## src/rtl/snake_dir_input.sv

```systemverilog
// Button front end for the snake game: sync + debounce four buttons, queue heading changes.
// Define DIR_DEBOUNCE_BYPASS_EN to drop the debouncers (press = edge of synchronized level).
module snake_dir_input #(
    parameter int DEBOUNCE_CYCLES = 1000000,
    parameter int CNT_W           = 20,
    parameter int QUEUE_DEPTH     = 2
) (
    input  logic       Clk,
    input  logic       Reset,
    input  logic       BtnU,
    input  logic       BtnR,
    input  logic       BtnD,
    input  logic       BtnL,
    input  logic       Tick,
    output logic [1:0] Dir,
    output logic       DirChg,
    output logic [2:0] QCount,
    output logic       Overflow
);

    localparam int PW = $clog2(QUEUE_DEPTH);

    // Bit order {U, R, D, L}: index 3 has highest priority.
    logic [3:0] raw, sync1, sync2, level, level_d, press;

    assign raw = {BtnU, BtnR, BtnD, BtnL};

    always_ff @(posedge Clk) begin
        if (Reset) begin
            sync1   <= '0;
            sync2   <= '0;
            level_d <= '0;
        end else begin
            sync1   <= raw;
            sync2   <= sync1;
            level_d <= level;
        end
    end

`ifdef DIR_DEBOUNCE_BYPASS_EN
    assign level = sync2;
`else
    logic [CNT_W-1:0] db_cnt [4];
    logic [3:0]       accepted;

    always_ff @(posedge Clk) begin
        if (Reset) begin
            accepted <= '0;
            for (int i = 0; i < 4; i++) db_cnt[i] <= '0;
        end else begin
            for (int i = 0; i < 4; i++) begin
                if (sync2[i] == accepted[i]) begin
                    db_cnt[i] <= '0;
                end else if (db_cnt[i] == CNT_W'(DEBOUNCE_CYCLES - 1)) begin
                    accepted[i] <= ~accepted[i];
                    db_cnt[i]   <= '0;
                end else begin
                    db_cnt[i] <= db_cnt[i] + 1'b1;
                end
            end
        end
    end

    assign level = accepted;
`endif

    assign press = level & ~level_d;

    logic [1:0]    q [QUEUE_DEPTH];
    logic [PW-1:0] head, tail_idx, wr_idx;
    logic [2:0]    count, cnt_pop;
    logic          pop, push, drop, pvalid, valid;
    logic [1:0]    pdir, ref_dir;

    always_comb begin
        pvalid = 1'b1;
        pdir   = 2'b00;
        if (press[3])      pdir = 2'b00;
        else if (press[2]) pdir = 2'b01;
        else if (press[1]) pdir = 2'b10;
        else if (press[0]) pdir = 2'b11;
        else               pvalid = 1'b0;
    end

    // The reference heading is whatever the snake will be facing once everything queued is applied.
    always_comb begin
        pop      = Tick && (count != 3'd0);
        cnt_pop  = count - {2'b00, pop};
        tail_idx = head + PW'(count - 3'd1);
        wr_idx   = head + PW'(count);
        if (cnt_pop != 3'd0) ref_dir = q[tail_idx];
        else if (pop)        ref_dir = q[head];
        else                 ref_dir = Dir;
        valid = pvalid && (pdir != ref_dir) && (pdir != (ref_dir ^ 2'b10));
        push  = valid && (cnt_pop != 3'(QUEUE_DEPTH));
        drop  = valid && !push;
    end

    always_ff @(posedge Clk) begin
        if (Reset) begin
            Dir      <= 2'b01;
            head     <= '0;
            count    <= '0;
            DirChg   <= 1'b0;
            Overflow <= 1'b0;
            for (int i = 0; i < QUEUE_DEPTH; i++) q[i] <= 2'b00;
        end else begin
            if (pop) begin
                Dir  <= q[head];
                head <= head + PW'(1);
            end
            // When full and popping, wr_idx lands on the slot being freed.
            if (push) q[wr_idx] <= pdir;
            count    <= cnt_pop + {2'b00, push};
            DirChg   <= pop;
            Overflow <= drop;
        end
    end

    assign QCount = count;

endmodule

```

## config.mk

```make
export PLATFORM = sky130hd
export DESIGN_NAME = snake_dir_input
export DESIGN_NICKNAME = d
export VERILOG_FILES = /design/src/rtl/snake_dir_input.sv
export SDC_FILE = /design/constraint.sdc
export NUM_CORES = 1
export LEC_CHECK = 0
export ABC_CLOCK_PERIOD_IN_PS = 7220
export BUFFER_PORTS_ARGS = -buffer_cell sky130_fd_sc_hd__buf_2
export CAP_MARGIN = 15
export CORE_MARGIN = 5
export CORE_UTILIZATION = 67
export CTS_BUF_LIST = sky130_fd_sc_hd__clkbuf_16
export DETAILED_ROUTE_END_ITERATION = 7
export PLACE_DENSITY = 0.81
export SETUP_SLACK_MARGIN = 0.5
export SKIP_LAST_GASP = 1
export SYNTH_ARGS = -nofsm -noshare
export SYNTH_HDL_FRONTEND = slang
export SYNTH_SLANG_ARGS = --single-unit
```

## constraint.sdc

```tcl
create_clock -name Clk -period 7.22 [get_ports Clk]
set_input_delay 0.361 -clock Clk [delete_from_list [all_inputs] [get_ports Clk]]
set_output_delay 0.361 -clock Clk [all_outputs]
set_load 0.02 [all_outputs]
```

==> results.txt, run 1 <==
- Setup repair after global routing missed its margin: no
- Maximum number of pins on one net before global-route repair: 33
- In this run the core area contains 32 standard-cell rows.
- Cells on worst reg2reg path: 12
- Sequential Power Share: 0.533
- Min-Delay Startpoint: BtnR
- Input/output buffers: 13
- The final count of pins violating max slew came to 0.
- The flow ran to the end, and the final reports show no timing, DRC or antenna violations.
* Share of the clock period used by the worst path after layout: 0.409
- Final setup skew: 0.00849 ns
- The via count of the first global-routing pass is 3,643.
- The setup path with the least slack is of type reg -> reg.
* Fill count: 523
- Power share of the clock group: 0.349
- Total congestion overflow: 0
- Die width: 99.9 µm
* Internal power: 0.00104 W
* Root buffer cell: sky130_fd_sc_hd__clkbuf_16
- Worst setup slack after placement: 4.30 ns
* Share of post-route cells with drive strength above 1: 0.0642
- Global-route layer with the greatest usage: met2
- Measured against its own limit, the worst slew margin works out to 0.548.
* Combinational family with the most area after synthesis: simple AND/OR/NAND/NOR gates
* Number of instances in the synthesized netlist: 495
* Num Clock Sinks: 109
* Part of the total power dissipated in combinational logic: 0.118
- In the layout the commonest cells are 97 x sky130_fd_sc_hd__nor2_1, 84 x sky130_fd_sc_hd__edfxtp_1, 80 x sky130_fd_sc_hd__conb_1.
- Number of detailed-routing iterations run before antenna repair: 4
- Seq/Total Area, Yosys: 0.558
- Top fanout value on the critical path: 6
* Clock buffer depth: 2
- Total power density per cell area: 225 nW/µm²
* Register area: 3020 µm²
- Area fraction in and, or, nand and nor cells after synthesis: 0.247
- Final ANT Viol Nets: 0
- Post-CTS Hold Fix Bufs: 0
- Hold Path End: sync1[2]$_SDFF_PP0_
- Across all register-to-register paths, the minimum setup slack is 4.27 ns.
- The routed layout has 3,640 vias.
* Average wire per standard cell: 12.8 µm
- After layout, the worst setup slack is 4.27 ns.
- For this run, global-route usage on met3 was measured as 0.0431.
- Placed insts: 678
- Arrival time at the worst endpoint: 3.16 ns
* Mean instance size in the synthesized netlist: 10.9 µm²
- For the final routed database, the setup TNS stands at 0 ns.
* #FFs+latches synth: 109
- Buffer count from post-CTS setup fixing: 0
* CTS clock-pin slew for the worst setup and hold paths: 0.07 ns
* CORE AREA: 7810 µm²
* Library cells used by synthesis: 42
* MaxCap Viol Count: 0
* Total routing resource utilization after global routing: 0.190
- In this run the count of I/O pins placed on the die edge is 14.
- The most used flip-flop cell after synthesis is sky130_fd_sc_hd__edfxtp_1.
- The worst-case IR drop observed on VDD is 164 µV.
- The first global-routing pass estimated 15,400 µm of wire.
- The startpoint identified for the worst register-to-register timing path is QCount[1]$_SDFF_PP0_.
* Setup-failing EPs final: 0
* Share of synthesized area spent on multiplexers: 0.0175
- The die covers 9990 µm².
- Switching share of power: 0.251
- H-Tree Depth: 3
- The wire-length estimate of the detail-placed layout is 6350 µm.
- Of the post-synthesis cell area, the dominant cell type holds 0.465.
- Synth Area in Adders: 0.0185
- Count of synthesis-stage warnings from yosys: 0
- Effective utilization at floorplan: 0.694
* Share of async-settable or async-resettable flops after synthesis: 0
- The path class of the tightest hold or removal check is in -> reg.
- Drt via density: 5.24
- Net total in the final layout: 602
- In this run, CTS created clock tree buffers numbering 9.
- Placer congestion estimate: 0.795
* Number of synthesized flops with an enable pin: 84
- Global routing usage on met1: 0.225
* Post-route worst hold slack: 0.229 ns
* Number of DRC markers in iteration 0: 157
* CP Capture Type: flop
* DRC viols: 0
- The worst path in the final design needs a cycle of 2.95 ns, including I/O delays and setup.
- The hold violation total from the final report came to 0.
- Based on the critical path, the design can be clocked at up to 339 MHz.
* Antenna violations before repair: 0
- Once the clock tree was built, the resizer swapped 0 gates to a different size.
* Critical register-to-register path endpoint: QCount[2]$_SDFF_PP0_
- Required arrival time at the worst endpoint: 7.43 ns
- In this run the static leakage power is 2.28 nW.
- Die boundary height: 99.9 µm
* Startpoint of the most critical setup path: QCount[1]$_SDFF_PP0_
- The number of antenna diodes in the final layout is 0.
* Met2 Track Usage GR: 0.345
- Final wirelength: 8910 µm
* Area of the mapped netlist: 5420 µm²
- Switching power of the nets: 0.000348 W
* Worst Hold Path Cells: 2
- The complex-gate fraction of the synthesized area came to 0.00670.
- Total area of multi-input combinational cells: 2590 µm²
- The clock reaches the later pin of the worst-skew pair after 0.34 ns.
- Slew at the pin closest to its max-slew limit: 0.672 ns
- Yosys top cell by area: sky130_fd_sc_hd__edfxtp_1
- Area added between synthesis and finish: 13.4%
* Number of standard cells in the final layout excluding fillers: 694
- Leaving out fill and tap cells, the most frequent cell in the layout is sky130_fd_sc_hd__nor2_1.
* Leading post-synthesis cells by cell area: sky130_fd_sc_hd__edfxtp_1 47%, sky130_fd_sc_hd__dfxtp_1 9.2%, sky130_fd_sc_hd__xor2_1 7.9%
- Clock tree from TritonCTS: done
- Type of origin of the critical path: flop
- Parity-gate share of the synthesized area counting xor and xnor cells: 0.132
-- worst max path at each step --
| stage | endpoint | slack, ns | cells past startpoint |
|---|---|---|---|
| after floorplan | QCount[1]$_SDFF_PP0_ | 4.43 | 12 |
| after global placement | QCount[1]$_SDFF_PP0_ | 4.44 | 11 |
| after detailed placement | QCount[2]$_SDFF_PP0_ | 4.30 | 12 |
| after CTS | QCount[2]$_SDFF_PP0_ | 4.29 | 12 |
| after global routing | QCount[2]$_SDFF_PP0_ | 4.04 | 12 |
| final | QCount[2]$_SDFF_PP0_ | 4.27 | 12 |
-- layout make-up --
cell class              instances  area share
inverters                      11     0.00672
repair buffers                 13      0.0106
flip-flops and latches        109       0.492
well taps                     102      0.0208
multi-input cells             443       0.421
clock inverters                 6     0.00814
clock buffers                  10      0.0407
-- routing by layer --
metal  up-vias  part of all wire
li1       1852                 -
met1      1730              0.45
met2        43              0.52
met3        15             0.026
met4         0             0.012
met5         -                 0
-- per-stage QoR --
step                      total power [W]   util  cell area (µm²)
final                             0.00139  0.787             6150
after global routing              0.00145  0.787             6150
after CTS                         0.00140  0.787             6150
after detailed placement         0.000913  0.749             5850
after global placement           0.000902  0.749             5850
after floorplan                  0.000879      -             5720
-- state kept, by name, summed over array words and instances, names as in the netlist, named ones only --
name / cells
Dir: 2
DirChg: 1
Overflow: 1
QCount: 3
accepted: 4
db_cnt: 80
head: 1
level_d: 4
q: 4
sync1: 4
sync2: 4
-- cell families after synthesis --
group | after synthesis
flip-flops | 109
XOR/XNOR | 81
AND/OR/NAND/NOR | 260
other | 1
AO/OA/AOI/OAI | 5
buffers and inverters | 22
multiplexers | 9
adder cells (fa/ha/maj) | 8
-- synthesized netlist by cell type (2+ instances only) --
master,count
sky130_fd_sc_hd__and3_1,13
sky130_fd_sc_hd__and4_1,7
sky130_fd_sc_hd__buf_2,5
sky130_fd_sc_hd__buf_4,2
sky130_fd_sc_hd__clkbuf_1,3
sky130_fd_sc_hd__dfxtp_1,25
sky130_fd_sc_hd__edfxtp_1,84
sky130_fd_sc_hd__ha_1,8
sky130_fd_sc_hd__inv_1,11
sky130_fd_sc_hd__mux2i_1,7
sky130_fd_sc_hd__nand2_1,23
sky130_fd_sc_hd__nand2_2,3
sky130_fd_sc_hd__nand2b_1,2
sky130_fd_sc_hd__nand3_1,31
sky130_fd_sc_hd__nand3b_1,3
sky130_fd_sc_hd__nand4_1,20
sky130_fd_sc_hd__nor2_1,97
sky130_fd_sc_hd__nor2b_1,19
sky130_fd_sc_hd__nor3_1,16
sky130_fd_sc_hd__nor3b_1,2
sky130_fd_sc_hd__nor4_1,10
sky130_fd_sc_hd__nor4b_1,4
sky130_fd_sc_hd__o21bai_1,2
sky130_fd_sc_hd__or3_1,2
sky130_fd_sc_hd__xnor2_1,31
sky130_fd_sc_hd__xor2_1,49
-- power by group through the flow --
stage / Combinational (W) / Clock [W] / Sequential (W)
after floorplan: 0.000124 / 0 / 0.000755
after global placement: 0.000152 / 0 / 0.000750
after detailed placement: 0.000161 / 0 / 0.000753
after CTS: 0.000162 / 0.000495 / 0.000739
after global routing: 0.000181 / 0.000524 / 0.000743
final: 0.000163 / 0.000484 / 0.000739
-- critical path: stages (launching register included) --
cell,delay [ns]
sky130_fd_sc_hd__dfxtp_1,0.34
sky130_fd_sc_hd__o31a_1,0.40
sky130_fd_sc_hd__ha_1,0.23
sky130_fd_sc_hd__ha_1,0.20
sky130_fd_sc_hd__xor2_1,0.31
sky130_fd_sc_hd__nor3_2,0.08
sky130_fd_sc_hd__mux2i_2,0.18
sky130_fd_sc_hd__xnor2_2,0.30
sky130_fd_sc_hd__nor3_1,0.12
sky130_fd_sc_hd__ha_1,0.21
sky130_fd_sc_hd__ha_1,0.21
sky130_fd_sc_hd__xnor2_1,0.19
sky130_fd_sc_hd__nor2_1,0.06
No activity file was read; power rests on OpenSTA's default activity.
==> run 2, diff against run 1 <==
--- a/config.mk
+++ b/config.mk
@@ -5,14 +5,15 @@
 export SDC_FILE = /design/constraint.sdc
 export NUM_CORES = 1
 export LEC_CHECK = 0
-export ABC_CLOCK_PERIOD_IN_PS = 7220
+export ABC_AREA = 1
+export ABC_CLOCK_PERIOD_IN_PS = 2900
 export BUFFER_PORTS_ARGS = -buffer_cell sky130_fd_sc_hd__buf_2
 export CAP_MARGIN = 15
 export CORE_MARGIN = 5
-export CORE_UTILIZATION = 67
+export CORE_UTILIZATION = 63
 export CTS_BUF_LIST = sky130_fd_sc_hd__clkbuf_16
 export DETAILED_ROUTE_END_ITERATION = 7
-export PLACE_DENSITY = 0.81
+export PLACE_DENSITY = 0.76
 export SETUP_SLACK_MARGIN = 0.5
 export SKIP_LAST_GASP = 1
 export SYNTH_ARGS = -nofsm -noshare
==> constraint.sdc (replaced) <==
create_clock -name Clk -period 2.9 [get_ports Clk]
set_input_delay 0.145 -clock Clk [delete_from_list [all_inputs] [get_ports Clk]]
set_output_delay 0.145 -clock Clk [all_outputs]
set_load 0.02 [all_outputs]
==> run 2 against run 1 <==
- cell area rose by 10%
- sequential share of layout area shrank 4.5 points
- flip-flop and latch count did not move
- maximum frequency up 27%
- global-route usage increased by 0.43 points
- worst hold slack worse by 0.21 ns
- clock skew rose by 0.00056 ns
- non-clock buffer count grew 6
- register-to-register slack lost 3.7 ns
- final cell count increased by 27%
==> results.txt, run 2 <==
* MaxCap Viol Count: 0 (unchanged)
- Number of standard cells in the final layout excluding fillers: 879 (+27%)
* Sum of negative setup slack: 0 ns (unchanged)
- The number of distinct library cells after synthesis is 47 (+12%).
- The combinational share of power is 0.224 (+0.106).
* Clock buffers created by TritonCTS: 9 (unchanged)
- The vias after detailed routing was 4,505 (+24%).
- Compared with the post-synthesis result, the final layout area differs by 14.7%.
- db_cnt holds more flip-flops than any other register.
- The via count of the first global-routing pass was 4,421 (+21%).
* Yosys top cell by area: sky130_fd_sc_hd__edfxtp_1
* Ant diodes: 0 (unchanged)
- Crit Path Class: reg -> reg
- The clock insertion delay at the later pin of the skew report was 0.34 ns (about the same).
- CP Capture Type: flop
- Area fraction in and, or, nand and nor cells after synthesis: 0.299 (+0.0514)
- Share of post-route cells with drive strength above 1: 0.150 (+0.0856)
- Required arrival time at the worst endpoint: 3.12 ns (-4.31 ns)
- Power share of the clock group: 0.304 (-0.045)
- The total leakage power was 2.74 nW (+20%).
- The pin slew with the least headroom to its limit came to 0.669 ns (-0.00298 ns).
* Top fanout value on the critical path: 3 (-3)
- The DRC marker count from the first detailed-route iteration is 190 (+21%).
* Most common cell after layout, fill and taps aside: sky130_fd_sc_hd__nand2_1
* Seq/Total Area, Yosys: 0.512 (-0.0456)
- Share of async-settable or async-resettable flops after synthesis: 0 (unchanged)
- The number of detailed-route iterations in the first pass is 5 (+1).
- The total of flip-flops plus latches after synthesis is 109 (unchanged).
- The maximum vdd ir drop is 455 µV (+180%).
- The final count of pins violating max slew came to 0 (unchanged).
* Root buffer cell: sky130_fd_sc_hd__clkbuf_16
- The final count of negative-setup-slack endpoints is 0 (unchanged).
- The maximum number of pins on one net before global-route repair was 21 (-36%).
* Synth top area share: 0.427 (-0.0381)
- Final setup skew: 0.00905 ns (+0.000560 ns)
- The number of ports placed on the die boundary came to 14 (unchanged).
- Final wirelength: 10,500 µm (+18%)
- The adder-cell area share of the yosys netlist is 0.0170 (-0.00151).
* Status: finished clean
- Switching power of the nets: 0.00116 W (+230%)
- Worst hold path type: in -> reg
- Total die area: 11,400 µm² (+14%)
- The detailed router used layers up to and including met4.
- The number of port buffers was 13 (unchanged).
- Parity-gate share of the synthesized area counting xor and xnor cells: 0.0312 (-0.101)
* Average wire per standard cell: 11.9 µm (-7.2%)
* Compound-cell area share of the yosys netlist: 0.0674 (+0.0607)
- Time the worst path needs with I/O delays and setup: 2.32 ns (-0.626 ns)
- Die width: 107 µm (+6.9%)
- The hold violation total from the final report was 0 (unchanged).
- The routability-driven placement congestion ratio was 0.868 (+9.2%).
- The count of flip-flops with a built-in enable after synthesis is 84 (unchanged).
* Type of origin of the critical path: flop
- The detail-routed via count per cell came to 5.13 (-2.3%).
- Clock tree from TritonCTS: done
* Mean instance size in the synthesized netlist: 8.90 µm² (-19%)
- Combinational family with the most area after synthesis: simple AND/OR/NAND/NOR gates
* Total routing resource utilization after global routing: 0.194 (+0.00425)
- Max_slew headroom: 0.553 (+0.00504)
- For this run, the leading register cell type out of synthesis is sky130_fd_sc_hd__edfxtp_1.
- The Yosys warning count was 0 (unchanged).
* Sequential Power Share: 0.472 (-0.061)
- Share of synthesized area spent on multiplexers: 0 (-0.0175)
- Clock buffer depth: 2 (unchanged)
- Share of the clock period used by the worst path after layout: 0.801 (+0.393)
- Num Clock Sinks: 109 (unchanged)
- Detailed route wirelength on metal3: 297 µm (+27%)
- Leading post-synthesis cells by cell area: sky130_fd_sc_hd__edfxtp_1 43%, sky130_fd_sc_hd__dfxtp_1 8.5%, sky130_fd_sc_hd__nand2_1 6.6%
- Most numerous cell in the Yosys netlist: sky130_fd_sc_hd__nand2_1
- Routed length on met2: 5110 µm (+11%)
- Final ANT Viol Nets: 0 (unchanged)
- Die boundary height: 107 µm (+6.9%)
- The met1 routed wirelength after detailed routing came to 4920 µm (+24%).
* Placed insts: 857 (+26%)
- Final HPWL from detailed placement: 7500 µm (+18%)
- Arrival time at the worst endpoint: 2.55 ns (-0.61 ns)
* CORE AREA: 9200 µm² (+18%)
* Antenna violations before repair: 0 (unchanged)
- Counting instances in the post-synthesis netlist gives the leading cell types as 104 x sky130_fd_sc_hd__nand2_1, 97 x sky130_fd_sc_hd__nor2_1, 91 x sky130_fd_sc_hd__inv_1.
- The layout net count is 778 (+29%).
* Top library cells by usage in the layout, fill and taps aside: 98 x sky130_fd_sc_hd__nand2_1, 95 x sky130_fd_sc_hd__nor2_1, 90 x sky130_fd_sc_hd__inv_1
- H-Tree Depth: 3 (unchanged)
- The number of cells produced by synthesis is 663 (+34%).
* First-pass GRT wire length: 18,400 µm (+19%)
* Total congestion overflow: 0 (unchanged)
- # rows: 35 (+9.4%)
- Setup repair after global routing could not meet its margin everywhere.
- The starting utilization of the core area is 0.642 (-0.0523).
- Number of flip-flops in the largest register: 80 (unchanged)
- Total power density per cell area: 586 nW/µm² (+160%)
- The clock-pin slew on the worst setup and hold paths is 0.07 ns (about the same).
- The post-synthesis instance area was 5900 µm² (+8.9%).
- Peak Freq: 430 MHz (+27%)
- DRC viols: 0 (unchanged)
- Internal power: 0.00280 W (+170%)
* Switching share of power: 0.294 (+0.0430)
==> run 2: metal layers <==
metal  track usage  vias to the layer above
li1              -                     2337
met1         0.250                     2085
met2         0.338                       71
met3        0.0235                       12
met4        0.0667                        0
met5             0                        -
==> run 2: timing repair <==
action | 4_1_cts | 5_1_grt
endpoints found under the hold margin | 0 | 0
gates resized for setup | 5 | 19
pin swaps | 5 | 10
buffers inserted | 3 | 3
hold buffers | 0 | 0
setup endpoints to repair | 4 | 11
==> run 2: power by group through the flow <==
| stage | clock, W | combinational, W | sequential, W |
|---|---|---|---|
| after floorplan | 0 | 0.000442 | 0.00192 |
| after global placement | 0 | 0.000582 | 0.00189 |
| after detailed placement | 0 | 0.000609 | 0.00190 |
| after CTS | 0.00123 | 0.000705 | 0.00186 |
| after global routing | 0.00130 | 0.000994 | 0.00188 |
| final | 0.00121 | 0.000886 | 0.00187 |
==> run 2: through the flow <==
| stage | util | hold slack [ns] | setup slack (ns) | cell area, µm² | power (W) |
|---|---|---|---|---|---|
| 2_1_floorplan | - | 0.252 | 0.506 | 6200 | 0.00237 |
| 3_3_place_gp | 0.690 | 0.360 | 0.510 | 6350 | 0.00247 |
| 3_5_place_dp | 0.690 | 0.354 | 0.362 | 6350 | 0.00250 |
| 4_1_cts | 0.726 | 0.00526 | 0.503 | 6680 | 0.00379 |
| 5_1_grt | 0.736 | 0.0149 | 0.424 | 6770 | 0.00418 |
| 6_report | 0.736 | 0.0153 | 0.576 | 6770 | 0.00396 |
==> run 2: area by class of cell <==
type	instances	area, µm²
multi-input combinational	526	2830
fill	692	2430
tap	111	139
timing repair buffer	19	110
clock inverter	7	66.3
inverter	98	368
sequential	109	3030
clock buffer	9	225
==> run 2: cell families after synthesis <==
family                   Yosys count
AND/OR/NAND/NOR                  347
flip-flops                       109
buffers and inverters            107
AO/OA/AOI/OAI                     70
XOR/XNOR                          21
adder cells (fa/ha/maj)            8
other                              1
==> run 2: worst paths after layout <==
kind	startpoint	endpoint	slack (ns)	depth (start not counted)
max	QCount[1]$_SDFF_PP0_	QCount[2]$_SDFF_PP0_	0.58	17
max reg2reg	QCount[1]$_SDFF_PP0_	QCount[2]$_SDFF_PP0_	0.58	17
min reg2reg	sync1[3]$_SDFF_PP0_	sync2[3]$_SDFF_PP0_	0.40	2
min	BtnD	sync1[1]$_SDFF_PP0_	0.02	3
==> run 2: worst max-delay path: stages, from the launching register on <==
cell and delay (ns):
sky130_fd_sc_hd__dfxtp_2 0.33, sky130_fd_sc_hd__nor2_2 0.12, sky130_fd_sc_hd__nand2_2 0.08, sky130_fd_sc_hd__nand2_2 0.08
sky130_fd_sc_hd__inv_2 0.06, sky130_fd_sc_hd__ha_4 0.16, sky130_fd_sc_hd__ha_4 0.27, sky130_fd_sc_hd__nand2_1 0.08
sky130_fd_sc_hd__nor2_4 0.10, sky130_fd_sc_hd__inv_1 0.05, sky130_fd_sc_hd__nand2_2 0.08, sky130_fd_sc_hd__nand3_2 0.08
sky130_fd_sc_hd__nand2_4 0.10, sky130_fd_sc_hd__nor3_2 0.04, sky130_fd_sc_hd__ha_2 0.19, sky130_fd_sc_hd__ha_2 0.19
sky130_fd_sc_hd__o21ai_2 0.14, sky130_fd_sc_hd__a21oi_1 0.06
==> run 3, diff against run 2 <==
--- a/config.mk
+++ b/config.mk
@@ -6,14 +6,14 @@
 export NUM_CORES = 1
 export LEC_CHECK = 0
 export ABC_AREA = 1
-export ABC_CLOCK_PERIOD_IN_PS = 2900
+export ABC_CLOCK_PERIOD_IN_PS = 2050
 export BUFFER_PORTS_ARGS = -buffer_cell sky130_fd_sc_hd__buf_2
 export CAP_MARGIN = 15
 export CORE_MARGIN = 5
-export CORE_UTILIZATION = 63
+export CORE_UTILIZATION = 57
 export CTS_BUF_LIST = sky130_fd_sc_hd__clkbuf_16
 export DETAILED_ROUTE_END_ITERATION = 7
-export PLACE_DENSITY = 0.76
+export PLACE_DENSITY = 0.73
 export SETUP_SLACK_MARGIN = 0.5
 export SKIP_LAST_GASP = 1
 export SYNTH_ARGS = -nofsm -noshare
==> constraint.sdc (replaced) <==
create_clock -name Clk -period 2.05 [get_ports Clk]
set_input_delay 0.1025 -clock Clk [delete_from_list [all_inputs] [get_ports Clk]]
set_output_delay 0.1025 -clock Clk [all_outputs]
set_load 0.02 [all_outputs]
==> run 3 against run 2 <==
- the flow now finishes with violations (setup timing)
- first-iteration DRC count rose to 2.5 times the previous value
- register-to-register slack worse by 0.83 ns
- via count up 23%
- setup slack worse by 0.83 ns
- die area rose by 9.5%
- combinational power is 130% higher
- final cell count up 17%
- critical path depth is 1 lower
- critical path type unchanged
- critical endpoint is now QCount[1]$_SDFF_PP0_
==> results.txt, run 3 (synthesized netlist as in run 2, its figures left out) <==
- Setup-failing EPs final: 11 (+11)
- Peak Freq: 433 MHz (+0.66%)
- Average wire per standard cell: 16.4 µm (+38%)
- The critical path data required time is 2.32 ns (-0.80 ns).
- The number of detailed-route iterations in the first pass is 5 (unchanged).
* Share of post-route cells with drive strength above 1: 0.401 (+0.251)
* I/O pin count: 14 (unchanged)
- Among all stages on the critical path, the largest delay is contributed by sky130_fd_sc_hd__dfxtp_4.
- The DRC marker count from the first detailed-route iteration came to 475 (+150%).
- Most common cell after layout, fill and taps aside: sky130_fd_sc_hd__buf_4
* Time the worst path needs with I/O delays and setup: 2.31 ns (-0.0153 ns)
* Drt via density: 5.41 (+5.5%)
- The vias after detailed routing was 5,552 (+23%).
* Top library cells by usage in the layout, fill and taps aside: 96 x sky130_fd_sc_hd__buf_4, 85 x sky130_fd_sc_hd__nand2_1, 84 x sky130_fd_sc_hd__edfxtp_1
- TritonCTS built the clock tree.
- The starting utilization of the core area came to 0.577 (-0.0649).
- The hold violation total from the final report came to 0 (unchanged).
* Cell type with the highest occurrence count on the critical path: sky130_fd_sc_hd__ha_4
* DRC viols: 0 (unchanged)
* CTS clock-pin slew for the worst setup and hold paths: 0.07 ns (about the same)
* Share of the clock period used by the worst path after layout: 1.13 (+0.325)
- STA classifies the critical path endpoint as a flop.
- First-pass GRT wire length: 23,500 µm (+28%)
- The pin slew with the least headroom to its limit was 0.556 ns (-0.113 ns).
- Final wirelength: 16,800 µm (+61%)
- The largest clock skew in the final design was 0.00660 ns (-0.00245 ns).
- The combinational share of power was 0.306 (+0.082).
* Sum of negative setup slack: -1.60 ns (-1.60 ns)
* Cell area reported after detailed placement: 6630 µm² (+4.5%)
* Worst setup slack after placement: -0.215 ns (-0.576 ns)
- Switching share of power: 0.314 (+0.0200)
* Violations in the final reports: setup timing
- Net total in the final layout: 901 (+16%)
- The final antenna-violating net count was 0 (unchanged).
- H-Tree Depth: 3 (unchanged)
- The width of the chip was 112 µm (+4.6%).
* Num Clock Sinks: 109 (unchanged)
* Register bank with the most flops: db_cnt
- The storage element area came to 3030 µm² (+0.25%).
- Power share of the clock group: 0.290 (-0.014)
- Total routing resource utilization after global routing: 0.228 (+0.0339)
* Number of flip-flops in the largest register: 80 (unchanged)
- The final count of pins violating max slew is 0 (unchanged).
- The maximum vdd ir drop came to 886 µV (+95%).
- The post-route core utilization was 0.860 (+0.124).
- Input/output buffers: 13 (unchanged)
- Total area of multi-input combinational cells: 3770 µm² (+33%)
- Sequential Power Share: 0.404 (-0.068)
- Clock buffer depth: 2 (unchanged)
- The worst hold path belongs to the class in -> reg.
- Setup repair after global routing missed its margin: yes
- From synthesis to final layout, the design area changed by 49.1%.
- The number of fill cells in the layout is 474 (-32%).
* Ant diodes: 0 (unchanged)
- Leakage power figure: 3.59 nW (+31%)
* Maximum number of pins on one net before global-route repair: 19 (-9.5%)
- Delay of the slowest cell on the worst path: 0.35 ns (+0.02 ns)
- The die height came to 112 µm (+4.6%).
- The sum of overflow across all layers after global routing was 0 (unchanged).
- Internal power: 0.00453 W (+62%)
- MaxCap Viol Count: 0 (unchanged)
- The logic depth of the worst register-to-register path came to 16 (-1).
* # rows: 37 (+5.7%)
* Crit Path Class: reg -> reg
- The worst setup path is launched from a flop.
- Clock buffers created by TritonCTS: 9 (unchanged)
- Root buffer cell: sky130_fd_sc_hd__clkbuf_16
- Clock latency at the later pin of the worst-skew pair: 0.35 ns (about the same)
* Final standard cell area without fillers: 8800 µm² (+30%)
* Placer congestion estimate: 0.820 (-5.5%)
* Arrival time at the worst endpoint: 2.58 ns (+0.03 ns)
- Final worst slack: -0.258 ns (-0.835 ns)
- Final HPWL from detailed placement: 7710 µm (+2.9%)
- Max_slew headroom: 0.629 (+0.0755)
* Total die area: 12,500 µm² (+9.5%)
- The number of antenna violations at the first check in global routing is 0 (unchanged).
- Switching power of the nets: 0.00207 W (+78%)
- Vias in the first global route: 5,286 (+20%)
- Total power density per cell area: 749 nW/µm² (+28%)
- The number of cells on the worst hold path came to 3 (unchanged).
- The signal on the critical path passes through nor2_4 > nand2_2 > nand2_2 > inv_2 > ha_4 > ha_4 > nand2_4 > nand2_4 > nor2_4 > nand3_4 > a21oi_4 > nor3_2 > ha_2 > ha_4 > inv_2 > nor2_1.
* CORE AREA: 10,200 µm² (+11%)
- Status: finished, violations left
* Top fanout value on the critical path: 3 (unchanged)
run 3: final timing paths:
kind / startpoint / endpoint / slack, ns
max: QCount[0]$_SDFF_PP0_ / QCount[1]$_SDFF_PP0_ / -0.26
min: Reset / Dir[0]$_SDFF_PP1_ / 0.13
max reg2reg: QCount[0]$_SDFF_PP0_ / QCount[1]$_SDFF_PP0_ / -0.26
min reg2reg: sync1[3]$_SDFF_PP0_ / sync2[3]$_SDFF_PP0_ / 0.41
run 3: stage by stage:
stage | hold WS [ns] | power, W | std cells
2_1_floorplan | 0.209 | 0.00354 | 742
3_3_place_gp | 0.313 | 0.00386 | 894
3_5_place_dp | 0.321 | 0.00391 | 894
4_1_cts | 0.109 | 0.00624 | 990
5_1_grt | 0.137 | 0.00688 | 1027
6_report | 0.129 | 0.00659 | 1027
run 3: final cells by class:
class                           count  area share
Clock inverter                      5     0.00597
Sequential cell                   109       0.345
Timing Repair Buffer              134       0.128
Clock buffer                       11      0.0313
Inverter                           98      0.0418
Multi-Input combinational cell    534       0.429
Tap cell                          136      0.0193
run 3: power by group through the flow:
stage | Clock, W | Sequential, W | Combinational, W
floorplan | 0 | 0.00274 | 0.000801
global placement | 0 | 0.00269 | 0.00117
detailed placement | 0 | 0.00270 | 0.00121
CTS | 0.00190 | 0.00265 | 0.00168
global route | 0.00202 | 0.00268 | 0.00218
finish | 0.00191 | 0.00266 | 0.00202
run 3: timing repair:
action	4_1_cts	5_1_grt
hold buffers	4	0
cloned	9	2
pin swaps	45	46
setup endpoints to repair	90	96
setup buffers	67	35
resized for setup	80	113
hold endpoints to repair	4	0
run 3: per-layer routing:
| metal | global-route usage | share of wire | vias up |
|---|---|---|---|
| met2 | 0.421 | 0.52 | 237 |
| met4 | 0.0681 | 0.032 | 0 |
| met3 | 0.0380 | 0.051 | 58 |
| met5 | 0 | 0 | - |
| met1 | 0.270 | 0.40 | 2662 |
| li1 | - | - | 2595 |
run 3: worst max-delay path: cells and delay by family (launching register included):
kind,cells,cell delay [ns]
AOI/OAI and AO/OA,1,0.23
adders and majority gates,4,0.78
buffers and inverters,2,0.08
DFF,1,0.35
and+or+nand+nor,9,0.79
